<file path="src/rtl/cv_seq_sched.sv">
`default_nettype none
// +----------------------------------------------------------------------------+
// | cv_seq_sched : load/step strobe scheduler with optional timed auto-burst   |
// | Auto stepping is built only with CV_SEQ_SCHED_AUTO_EN defined.             |
// | Rev 1.0 - initial release                                                  |
// +----------------------------------------------------------------------------+
module cv_seq_sched #(
  parameter int PER_W   = 10,
  parameter int BURST_N = 8
) (
  input  logic             CLK,
  input  logic             SYS_NRST,
  input  logic             CE,
  input  logic             LOAD_REQ,
  input  logic             STEP_REQ,
  input  logic             RUN_REQ,
  input  logic [PER_W-1:0] PERIOD,
  output logic             LOAD,
  output logic             STEP,
  output logic             SHIFT,
  output logic             RUN,
  output logic [3:0]       STEP_CNT
);

  typedef enum logic [1:0] {
    S_IDLE  = 2'd0,
    S_READY = 2'd1,
    S_RUN   = 2'd2
  } state_t;

  localparam logic [3:0] c_CNT_MAX = 4'd15;

  state_t     r_state;
  state_t     w_state_nxt;
  logic       r_load;
  logic       r_step;
  logic [3:0] r_step_cnt;
  logic       w_step_man;
  logic       w_step_auto;
  logic       w_step_acc;
  logic       w_run_tgl;
  logic       w_burst_done;

  // A load request always wins over any step in the same cycle.
  assign w_step_man = STEP_REQ && (r_state != S_IDLE) && !LOAD_REQ;
  assign w_step_acc = w_step_man || w_step_auto;

`ifdef CV_SEQ_SCHED_AUTO_EN
  localparam logic [3:0] c_BURST = 4'(BURST_N);

  logic [PER_W-1:0] r_tick;
  logic [3:0]       r_burst;
  logic [PER_W:0]   w_per_eff;
  logic [PER_W:0]   w_tick_inc;
  logic             w_in_run;
  logic             w_fire;

  assign w_in_run     = (r_state == S_RUN);
  assign w_run_tgl    = RUN_REQ && (r_state != S_IDLE);
  assign w_per_eff    = (PERIOD == '0) ? (PER_W+1)'(1) : {1'b0, PERIOD};
  assign w_tick_inc   = {1'b0, r_tick} + (PER_W+1)'(1);
  // >= so that a period shortened below the running count fires on the next tick
  assign w_fire       = w_in_run && CE && (w_tick_inc >= w_per_eff);
  assign w_step_auto  = w_fire && !RUN_REQ && !LOAD_REQ;
  assign w_burst_done = w_step_auto && (r_burst == (c_BURST - 4'd1));
  assign RUN          = w_in_run;

  always_ff @(posedge CLK or negedge SYS_NRST) begin
    if (!SYS_NRST) begin
      r_tick  <= '0;
      r_burst <= '0;
    end else if (!w_in_run) begin
      r_tick  <= '0;
      r_burst <= '0;
    end else begin
      if (LOAD_REQ || RUN_REQ || w_step_acc)
        r_tick <= '0;
      else if (CE)
        r_tick <= w_tick_inc[PER_W-1:0];
      if (w_step_auto)
        r_burst <= r_burst + 4'd1;
    end
  end
`else
  logic w_unused;

  assign w_unused     = ^{CE, RUN_REQ, PERIOD, 4'(BURST_N)};
  assign w_run_tgl    = 1'b0;
  assign w_step_auto  = 1'b0;
  assign w_burst_done = 1'b0;
  assign RUN          = 1'b0;
`endif

  always_ff @(posedge CLK or negedge SYS_NRST) begin
    if (!SYS_NRST)
      r_state <= S_IDLE;
    else
      r_state <= w_state_nxt;
  end

  always_comb begin
    w_state_nxt = r_state;
    case (r_state)
      S_IDLE: begin
        if (LOAD_REQ)
          w_state_nxt = S_READY;
      end
      S_READY: begin
        if (w_run_tgl)
          w_state_nxt = S_RUN;
      end
`ifdef CV_SEQ_SCHED_AUTO_EN
      S_RUN: begin
        if (w_run_tgl || w_burst_done)
          w_state_nxt = S_READY;
      end
`endif
      default: w_state_nxt = S_IDLE;
    endcase
  end

  always_ff @(posedge CLK or negedge SYS_NRST) begin
    if (!SYS_NRST) begin
      r_load     <= 1'b0;
      r_step     <= 1'b0;
      r_step_cnt <= '0;
    end else begin
      r_load <= LOAD_REQ;
      r_step <= w_step_acc;
      if (LOAD_REQ)
        r_step_cnt <= '0;
      else if (w_step_acc && (r_step_cnt != c_CNT_MAX))
        r_step_cnt <= r_step_cnt + 4'd1;
    end
  end

  assign LOAD     = r_load;
  assign STEP     = r_step;
  assign SHIFT    = r_load || r_step;
  assign STEP_CNT = r_step_cnt;

endmodule
`default_nettype wire

</file>
<file path="config.mk">
export PLATFORM = sky130hd
export DESIGN_NAME = cv_seq_sched
export DESIGN_NICKNAME = d
export VERILOG_FILES = /design/src/rtl/cv_seq_sched.sv
export SDC_FILE = /design/constraint.sdc
export NUM_CORES = 1
export LEC_CHECK = 0
export BUFFER_PORTS_ARGS = -buffer_cell sky130_fd_sc_hd__buf_4
export CAP_MARGIN = 0
export CORE_AREA = 2 2 39 41
export CTS_BUF_LIST = sky130_fd_sc_hd__clkbuf_2
export CTS_CLUSTER_SIZE = 30
export DETAILED_ROUTE_END_ITERATION = 16
export DIE_AREA = 0 0 41 43
export PLACE_DENSITY = 0.6
export SETUP_SLACK_MARGIN = 0.5
export SLEW_MARGIN = 30
export SYNTH_ARGS = -nofsm -noshare
export SYNTH_HDL_FRONTEND = slang
export SYNTH_SLANG_ARGS = --single-unit
</file>
<file path="constraint.sdc">
create_clock -name CLK -period 1.3 [get_ports CLK]
set_input_delay 0.26 -clock CLK [delete_from_list [all_inputs] [get_ports CLK]]
set_output_delay 0.26 -clock CLK [all_outputs]
set_load 0.005 [all_outputs]
</file>
==> results.py, run 1 <==
metrics = {
    "layout": {
        "instances_no_fill": 71,
        "final_common_cell": "buf_4",
        "syn_to_final_growth_pct": 86.77,
        "final_layout_size_suffix_gt1_frac": 0.6727,
        "diodes": 0,
        "final_nets": 73,
        "layout_common_cells": "12 x buf_4, 11 x buf_6, 7 x dfrtp_1, 4 x clkbuf_2",
    },
    "global_routing": {
        "grt_pass1_vias": 345,
        "antenna_found_initial": 0,
        "track_usage": 0.1154,
        "gr-total-overflow": 0,
        "grt_max_degree": 8,
        "grt_pass1_wl_mm": 1.366,
    },
    "timing": {
        "finalSetupTns_ns": -0.03876,
        "fin_crit_sh": 1.030,
        "fin_ws_ns": -0.03876,
        "timing.final.hold_violations": 0,
        "rsz0062_at_grt": "true",
        "clock_skew_ns": 0.003684,
        "fin_crit_ns": 1.339,
        "timing.fmax_mhz": 747.0,
        "setup_viol": 1,
        "slew_violations": 0,
    },
    "routing": {
        "drc": 0,
        "dr.pass1.iters": 4,
        "vias": 323,
        "drt_iter0_markers": 1,
        "vias_per_cell": 4.549,
        "wirelength_um": 810,
        "wire_per_inst_um": 11.41,
        "ant_nets": 0,
    },
    "floorplanning": {
        "start_util": 0.2324,
        "core_area_mm2": 0.001384,
        "rows": 14,
        "die_area_mm2": 0.001763,
        "io_pins": 24,
        "fp.dieW_um": 41,
        "die_h_um": 43,
    },
    "setup_path": {
        "r2r_end": "STEP_CNT[3]",
        "critPathArrivalTime_ns": 1.48,
        "cp-end-kind": "flip-flop",
        "timing.rr.start": "STEP_CNT[0]",
        "startpoint_type": "flip-flop",
        "ff2ff_setup_slack_ns": -0.04,
        "r2r_cells": 4,
        "cp-startpoint": "STEP_CNT[0]",
        "crit_type": "flip-flop to flip-flop",
        "required_ns": 1.44,
        "cp-endpoint": "STEP_CNT[3]",
        "path_max_fanout": 3,
    },
    "logic_synthesis": {
        "synthCells": 28,
        "synth_area_per_cell_um2": 11.48,
        "yosysUniqueCellTypes": 18,
        "synth_area_um2": 321.6,
        "ys_seq_elements": 7,
        "yosysSeqAreaShare": 0.5447,
        "syn-num-nets": 45,
        "yosysWarnings": 0,
    },
    "pwr": {
        "p_per_area_mw_per_mm2": 811.1,
        "peakVddDrop_mv": 0.4551,
        "power_leakage_nw": 0.2925,
        "total_power_mw": 0.4871,
    },
    "clock_tree": {
        "cts_sinks": 7,
        "h-tree-depth": 1,
        "cts_tree": "yes",
        "cts_inserted_buffers": 3,
        "clkTransAtPathRegs_ns": 0.08,
        "ctsLongestPathBuffers": 2,
        "clock_latency_ns": 0.23,
        "root_buffer": "clkbuf_2",
    },
    "placement": {
        "gp_congestion": 0.8069,
        "portBuffers": 10,
        "hpwl_um": 564,
        "dpl.cell_count": 59,
    },
    "run_status": {
        "outcome": "finished, violations left",
        "violations": "negative setup slack",
    },
    "job": {
        "maxCapViolations": 0,
    },
    "min_path": {
        "min_path_type": "primary input to flip-flop",
    },
}
where the power goes:
group	switching, mW	total [mW]	internal, mW
Clock	0.0806	0.162	0.0819
Combinational	0.0362	0.0927	0.0565
Sequential	0.00566	0.232	0.226
Total	0.123	0.487	0.365
synth_stat cells, drive strengths merged:
library cell  count  share of area
dfrtp             7           0.54
inv               2          0.023
o211ai            2          0.047
o21ai             2          0.031
or2               2          0.039
a31oi             1          0.019
and3              1          0.035
and4bb            1          0.039
buf               1          0.023
conb              1          0.012
ha                1          0.039
nand2             1          0.019
nand3             1          0.016
nor2              1          0.012
nor3              1          0.016
o311ai            1          0.027
o31ai             1          0.023
or3               1          0.035
stage by stage:
step	area (µm²)	worst slack (ns)	util	hold WS [ns]
after CTS	551.8	-0.02858	0.3987	0.1774
final	600.6	-0.03876	0.4340	0.1934
after floorplan	326.6	-0.03399	-	-0.03559
after detailed placement	459.2	-0.05313	0.3318	0.07773
after global placement	459.2	-0.01140	0.3318	0.07555
after global routing	600.6	-0.09858	0.4340	0.1813
layout make-up:
cell class,instances,area [µm²]
Inverter,2,7.507
Clock buffer,4,20.02
Tap cell,16,20.02
Timing Repair Buffer,24,224.0
Sequential cell,7,175.2
Multi-Input combinational cell,18,153.9
Fill cell,146,783.3
critical path, cell delays in order (launching register included):
cell	delay, ns
dfrtp_1	0.39
ha_2	0.19
and3_4	0.15
or3_4	0.35
o31ai_2	0.17
registers in the layout, summed over array words and instances (netlist names):
register and count:
STEP_CNT 4, STEP 1, r_state 1, LOAD 1
cell families (layout without fill, tap and decap cells):
group,Yosys count,after routing,synth area share
and+or+nand+nor,9,9,0.2101
AOI/OAI and AO/OA,7,7,0.1479
DFF,7,7,0.5448
buffers and inverters,3,30,0.04671
adders and majority gates,1,1,0.03890
other,1,1,0.01166
per-layer routing:
layer  vias up  track usage  part of all wire
met1       159       0.1419              0.44
met3         2      0.02094             0.048
met2        10       0.1625              0.50
met5         -            0                 0
met4         0       0.1000             0.012
li1        152            -                 -
worst min-delay path by stage:
stage	slack, ns	end	depth (start not counted)	startpoint
after floorplan	-0.04	LOAD	0	SYS_NRST
after global placement	0.08	STEP_CNT[3]	1	SYS_NRST
after detailed placement	0.08	STEP_CNT[3]	1	SYS_NRST
after CTS	0.18	LOAD	1	LOAD_REQ
after global routing	0.18	LOAD	1	LOAD_REQ
final	0.19	LOAD	1	LOAD_REQ
timing repair:
| action | CTS | global route |
|---|---|---|
| setup buffers | 3 | 4 |
| setup endpoints to repair | 11 | 12 |
| hold buffers | 1 | 0 |
| hold endpoints to repair | 7 | 0 |
| resized for setup | 11 | 6 |
| pin swaps | 3 | 0 |
Note: power is estimated with default switching activity, not from simulation.
==> run 2: changes to the inputs <==
--- a/config.mk
+++ b/config.mk
@@ -12,7 +12,7 @@
 export CTS_CLUSTER_SIZE = 30
 export DETAILED_ROUTE_END_ITERATION = 16
 export DIE_AREA = 0 0 41 43
-export PLACE_DENSITY = 0.6
+export PLACE_DENSITY = 0.58
 export SETUP_SLACK_MARGIN = 0.5
 export SLEW_MARGIN = 30
 export SYNTH_ARGS = -nofsm -noshare
==> constraint.sdc (replaced) <==
create_clock -name CLK -period 1.74 [get_ports CLK]
set_input_delay 0.348 -clock CLK [delete_from_list [all_inputs] [get_ports CLK]]
set_output_delay 0.348 -clock CLK [all_outputs]
set_load 0.005 [all_outputs]
==> results.py, run 2 (synthesis gave the netlist of run 1 again) <==
metrics = {
    "run_status": {
        "outcome": "complete, no violations",
    },
    "clock_tree": {
        "cts_inserted_buffers": 3,
        "clkTransAtPathRegs_ns": 0.08,
        "ctsLongestPathBuffers": 2,
        "clock_latency_ns": 0.24,
        "cts_sinks": 7,
        "root_buffer": "clkbuf_2",
        "cts_tree": "yes",
        "h-tree-depth": 1,
    },
    "placement": {
        "dpl.cell_count": 53,
        "hpwl_um": 481.9,
        "portBuffers": 10,
        "gp_congestion": 0.7512,
        "place_area_um2": 411.6,
    },
    "setup_path": {
        "ff2ff_setup_slack_ns": 0.40,
        "cp-end-kind": "flip-flop",
        "critPathArrivalTime_ns": 1.49,
        "path_max_fanout": 3,
        "r2r_end": "STEP_CNT[3]",
        "startpoint_type": "flip-flop",
        "critPathMaxStageDelay_ns": 0.39,
        "crit_cells": 4,
        "required_ns": 1.90,
        "crit_path_cell_trace": "ha_2 -> and3_4 -> or3_4 -> o31ai_4",
        "timing.rr.start": "STEP_CNT[1]",
        "worst-path-buf-inv": 0,
        "r2r_cells": 4,
        "crit_type": "flip-flop to flip-flop",
        "slowest_stage": "dfrtp_1",
        "cpLargestDelayFamily": "simple AND/OR/NAND/NOR gates",
    },
    "timing": {
        "rsz0062_at_grt": "true",
        "timing.fmax_mhz": 747.7,
        "slew_violations": 0,
        "fin_crit_ns": 1.338,
        "setup_viol": 0,
        "fin_crit_sh": 0.7687,
        "finalSetupTns_ns": 0,
        "clock_skew_ns": 0.01243,
        "timing.final.hold_violations": 0,
    },
    "floorplanning": {
        "die_h_um": 43,
        "core_area_mm2": 0.001384,
        "rows": 14,
        "io_pins": 24,
        "die_area_mm2": 0.001763,
        "start_util": 0.2324,
        "fp.dieW_um": 41,
    },
    "global_routing": {
        "grt_pass1_vias": 308,
        "antenna_found_initial": 0,
        "grt_max_degree": 8,
        "track_usage": 0.09990,
        "grt_pass1_wl_mm": 1.110,
        "gr-total-overflow": 0,
    },
    "layout": {
        "fillers": 148,
        "fin_area_um2": 510.5,
        "syn_to_final_growth_pct": 58.76,
        "final_nets": 65,
        "final_common_cell": "buf_4",
        "largest_reg_flops": 4,
        "instances_no_fill": 63,
        "layout_common_cells": "14 x buf_4, 7 x dfrtp_1, 4 x clkbuf_2, 2 x inv_1, 2 x o211ai_1",
        "diodes": 0,
        "final_layout_size_suffix_gt1_frac": 0.6170,
    },
    "pwr": {
        "peakVddDrop_mv": 0.3304,
        "power_frac_seq": 0.494,
        "netSwitchingFraction": 0.2525,
        "p_per_area_mw_per_mm2": 687.0,
        "total_power_mw": 0.3507,
        "p_sw_mw": 0.08855,
        "intPower_mw": 0.2622,
        "power_frac_comb": 0.162,
        "clkPwrFrac": 0.344,
        "power_leakage_nw": 0.2405,
    },
    "min_path": {
        "hold_end": "LOAD",
        "min_from": "LOAD_REQ",
        "min_path_type": "primary input to flip-flop",
        "hold_depth": 1,
    },
    "routing": {
        "vias": 294,
        "drc": 0,
        "wire_per_inst_um": 11.63,
        "drt_iter0_markers": 0,
        "wirelength_um": 733,
        "vias_per_cell": 4.667,
        "ant_nets": 0,
        "dr.pass1.iters": 1,
    },
    "job": {
        "maxCapViolations": 0,
    },
}
[run 2: what timing repair did]
item	in CTS	in global routing
hold endpoints to repair	7	0
setup buffers	4	1
endpoints found under the setup margin	4	6
pin swaps	1	0
hold buffers	1	0
gates resized for setup	4	5
[run 2: worst max path at each step]
stage,start,end,slack [ns]
floorplan,STEP_CNT[1],STEP_CNT[3],0.41
global placement,STEP_CNT[1],STEP_CNT[3],0.36
detailed placement,STEP_CNT[1],STEP_CNT[3],0.35
CTS,LOAD,SHIFT,0.39
global route,STEP_CNT[1],STEP_CNT[3],0.35
finish,STEP_CNT[1],STEP_CNT[3],0.40
[run 2: worst reg2reg max path, stage by stage (launching register included)]
cell     delay (ns)
dfrtp_1        0.39
ha_2           0.20
and3_4         0.15
or3_4          0.36
o31ai_4        0.17
[run 2: cell type report]
class                   count  area [µm²]  share of cell area
flip-flops and latches      7       175.2              0.3431
multi-input cells          18       161.4              0.3162
repair buffers             16       126.4              0.2475
clock buffers               4       20.02             0.03922
well taps                  16       20.02             0.03922
inverters                   2       7.507             0.01471
[run 2: power by group through the flow]
stage                     sequential (mW)  clock (mW)  combinational, mW
after floorplan                     0.178           0             0.0149
after global placement              0.178           0             0.0385
after detailed placement            0.179           0             0.0393
after CTS                           0.173       0.126             0.0529
after global routing                0.174       0.139             0.0630
final                               0.173       0.121             0.0569
[run 2: metal layers]
| layer | part of all wire | GRT usage | wire (µm) | vias up |
|---|---|---|---|---|
| met5 | 0 | 0 | 0 | - |
| li1 | - | - | - | 139 |
| met2 | 0.50 | 0.1531 | 366 | 13 |
| met3 | 0.10 | 0.09424 | 76 | 2 |
| met4 | 0.011 | 0.02667 | 8 | 0 |
| met1 | 0.38 | 0.09150 | 281 | 140 |
[run 2: stage by stage]
step	hold slack (ns)	utilization	worst slack, ns
after floorplan	0.05241	-	0.4060
after global placement	0.1654	0.2975	0.3591
after detailed placement	0.1659	0.2975	0.3480
after CTS	0.2477	0.3454	0.3888
after global routing	0.2462	0.3689	0.3498
final	0.2565	0.3689	0.4025
==> run 3: changes to the inputs <==
--- a/config.mk
+++ b/config.mk
@@ -5,6 +5,7 @@
 export SDC_FILE = /design/constraint.sdc
 export NUM_CORES = 1
 export LEC_CHECK = 0
+export ABC_AREA = 1
 export BUFFER_PORTS_ARGS = -buffer_cell sky130_fd_sc_hd__buf_4
 export CAP_MARGIN = 0
 export CORE_AREA = 2 2 39 41
@@ -12,7 +13,7 @@
 export CTS_CLUSTER_SIZE = 30
 export DETAILED_ROUTE_END_ITERATION = 16
 export DIE_AREA = 0 0 41 43
-export PLACE_DENSITY = 0.58
+export PLACE_DENSITY = 0.59
 export SETUP_SLACK_MARGIN = 0.5
 export SLEW_MARGIN = 30
 export SYNTH_ARGS = -nofsm -noshare
==> constraint.sdc (replaced) <==
create_clock -name CLK -period 1.25 [get_ports CLK]
set_input_delay 0.25 -clock CLK [delete_from_list [all_inputs] [get_ports CLK]]
set_output_delay 0.25 -clock CLK [all_outputs]
set_load 0.005 [all_outputs]
==> results.py, run 3 <==
metrics = {
    "placement": {
        "place_worst_setup_slack_ns": 0.1484,
        "hpwl_um": 486.5,
        "dpl.cell_count": 64,
        "portBuffers": 10,
        "gp_congestion": 0.7512,
    },
    "logic_synthesis": {
        "synth_top_area_share": 0.5185,
        "synth_ff_type": "dfrtp_1",
        "syn-num-nets": 54,
        "netlist_top_cells_count": "12 x nand2_1, 7 x dfrtp_1, 4 x inv_1",
        "synth_area_per_cell_um2": 9.130,
        "yosysMostFrequentCell": "nand2_1",
        "synth_area_um2": 337.8,
        "yosysWarnings": 0,
        "synth_area_leader_cell": "dfrtp_1",
        "yosysUniqueCellTypes": 14,
        "synth_edf_count": 0,
        "synthTopCellsByArea": "dfrtp_1 52%, nand2_1 13%, nor2_4 6.7%, inv_1 4.4%, ha_1 3.7%",
        "ys_seq_elements": 7,
        "yosysSeqAreaShare": 0.5185,
        "async_flop_share": 1.000,
        "synthCells": 37,
    },
    "global_routing": {
        "grt_pass1_wl_mm": 1.449,
        "grt_max_degree": 8,
        "gr-total-overflow": 0,
        "grt_pass1_vias": 359,
        "track_usage": 0.1260,
        "antenna_found_initial": 0,
    },
    "routing": {
        "dr.pass1.iters": 4,
        "drt_iter0_markers": 7,
        "wirelength_um": 794,
        "ant_nets": 0,
        "highest-signal-layer": "met3",
        "drc": 0,
        "vias": 324,
        "wl_met1_um": 305,
        "vias_per_cell": 4.263,
        "wire_per_inst_um": 10.45,
        "wl_met3_um": 64,
        "met2_length_um": 424,
    },
    "clock_tree": {
        "ctsLongestPathBuffers": 2,
        "h-tree-depth": 1,
        "cts_inserted_buffers": 3,
        "cts_sinks": 7,
        "clock_latency_ns": 0.23,
        "clkTransAtPathRegs_ns": 0.07,
        "cts_tree": "yes",
        "root_buffer": "clkbuf_2",
    },
    "layout": {
        "fillers": 148,
        "regArea_um2": 176.4,
        "layout_common_cells": "11 x nand2_1, 10 x buf_4, 9 x buf_6, 6 x dfrtp_1",
        "final_layout_size_suffix_gt1_frac": 0.5000,
        "instances_no_fill": 76,
        "largest_reg_flops": 4,
        "multi_input_area_um2": 150.1,
        "syn_to_final_growth_pct": 68.15,
        "final_nets": 78,
        "diodes": 0,
        "fin_util": 0.4105,
        "final_common_cell": "nand2_1",
    },
    "timing": {
        "fin_crit_sh": 0.9752,
        "fin_ws_ns": 0.03100,
        "fin_crit_ns": 1.219,
        "whs_ns": 0.1663,
        "timing.final.hold_violations": 0,
        "clock_skew_ns": 0.005095,
        "setup_viol": 0,
        "rsz0062_at_grt": "true",
        "timing.fmax_mhz": 820.3,
        "slew_violations": 0,
        "finalSetupTns_ns": 0,
    },
    "setup_path": {
        "crit_type": "flip-flop to primary output",
        "path_max_fanout": 2,
        "startpoint_type": "flip-flop",
        "critPathArrivalTime_ns": 0.97,
        "cp-end-kind": "primary output",
        "required_ns": 1.00,
    },
    "pwr": {
        "power_leakage_nw": 0.2979,
        "peakVddDrop_mv": 0.5293,
        "p_per_area_mw_per_mm2": 935.7,
    },
    "floorplanning": {
        "rows": 14,
        "fp.dieW_um": 41,
        "core_area_mm2": 0.001384,
        "start_util": 0.2441,
        "die_area_mm2": 0.001763,
        "die_h_um": 43,
        "io_pins": 24,
    },
    "run_status": {
        "outcome": "complete, no violations",
    },
    "min_path": {
        "min_path_type": "primary input to flip-flop",
    },
    "job": {
        "maxCapViolations": 0,
    },
}
run 3: area by class of cell:
type,count,share of cell area
Clock buffer,4,0.03524
Multi-Input combinational cell,25,0.2643
Inverter,4,0.02643
Tap cell,16,0.03524
Sequential cell,7,0.3106
Timing Repair Buffer,20,0.3282
run 3: stage by stage:
step,instance area [µm²],total power [mW]
after floorplan,340.3,0.2839
after global placement,442.9,0.3321
after detailed placement,442.9,0.3329
after CTS,548.0,0.5369
after global routing,568.0,0.5783
final,568.0,0.5315
run 3: per-layer routing:
metal  vias up  GRT usage
li1        160          -
met1       153     0.1433
met2        11     0.1875
met3         0    0.09424
met4         0    0.02000
met5         -          0
run 3: what timing repair did:
| action | CTS | global route |
|---|---|---|
| endpoints found under the hold margin | 7 | 0 |
| resized for setup | 9 | 3 |
| setup endpoints to repair | 11 | 11 |
| pin swaps | 1 | 1 |
| buffers inserted | 6 | 1 |
| hold buffers | 1 | 0 |
run 3: final timing paths:
kind                             start     endpoint  slack, ns  cells past startpoint
min                           LOAD_REQ         LOAD       0.17                      1
min in group asynchronous     SYS_NRST         LOAD       0.38                      2
max in group asynchronous     SYS_NRST  STEP_CNT[2]       0.74                      2
max reg2reg                STEP_CNT[0]  STEP_CNT[3]       0.14                      7
max                               STEP        SHIFT       0.03                      2
min reg2reg                 r_state[0]   r_state[0]       0.49                      1
run 3: critical path, cell delays in order (launching register included):
cell	delay (ns)
dfrtp_1	0.38
or2_1	0.24
buf_6	0.12
run 3: where the power goes:
part | switching [mW] | internal [mW] | total (mW)
registers | 0.00854 | 0.238 | 0.247
logic | 0.0486 | 0.0709 | 0.120
clock network | 0.0803 | 0.0850 | 0.165
run 3: cell families after synthesis:
group	Yosys count	share of synthesized area
AND/OR/NAND/NOR	21	0.3370
flip-flops	7	0.5185
buffers and inverters	5	0.06666
AO/OA/AOI/OAI	2	0.02960
adder cells (fa/ha/maj)	1	0.03703
other	1	0.01110
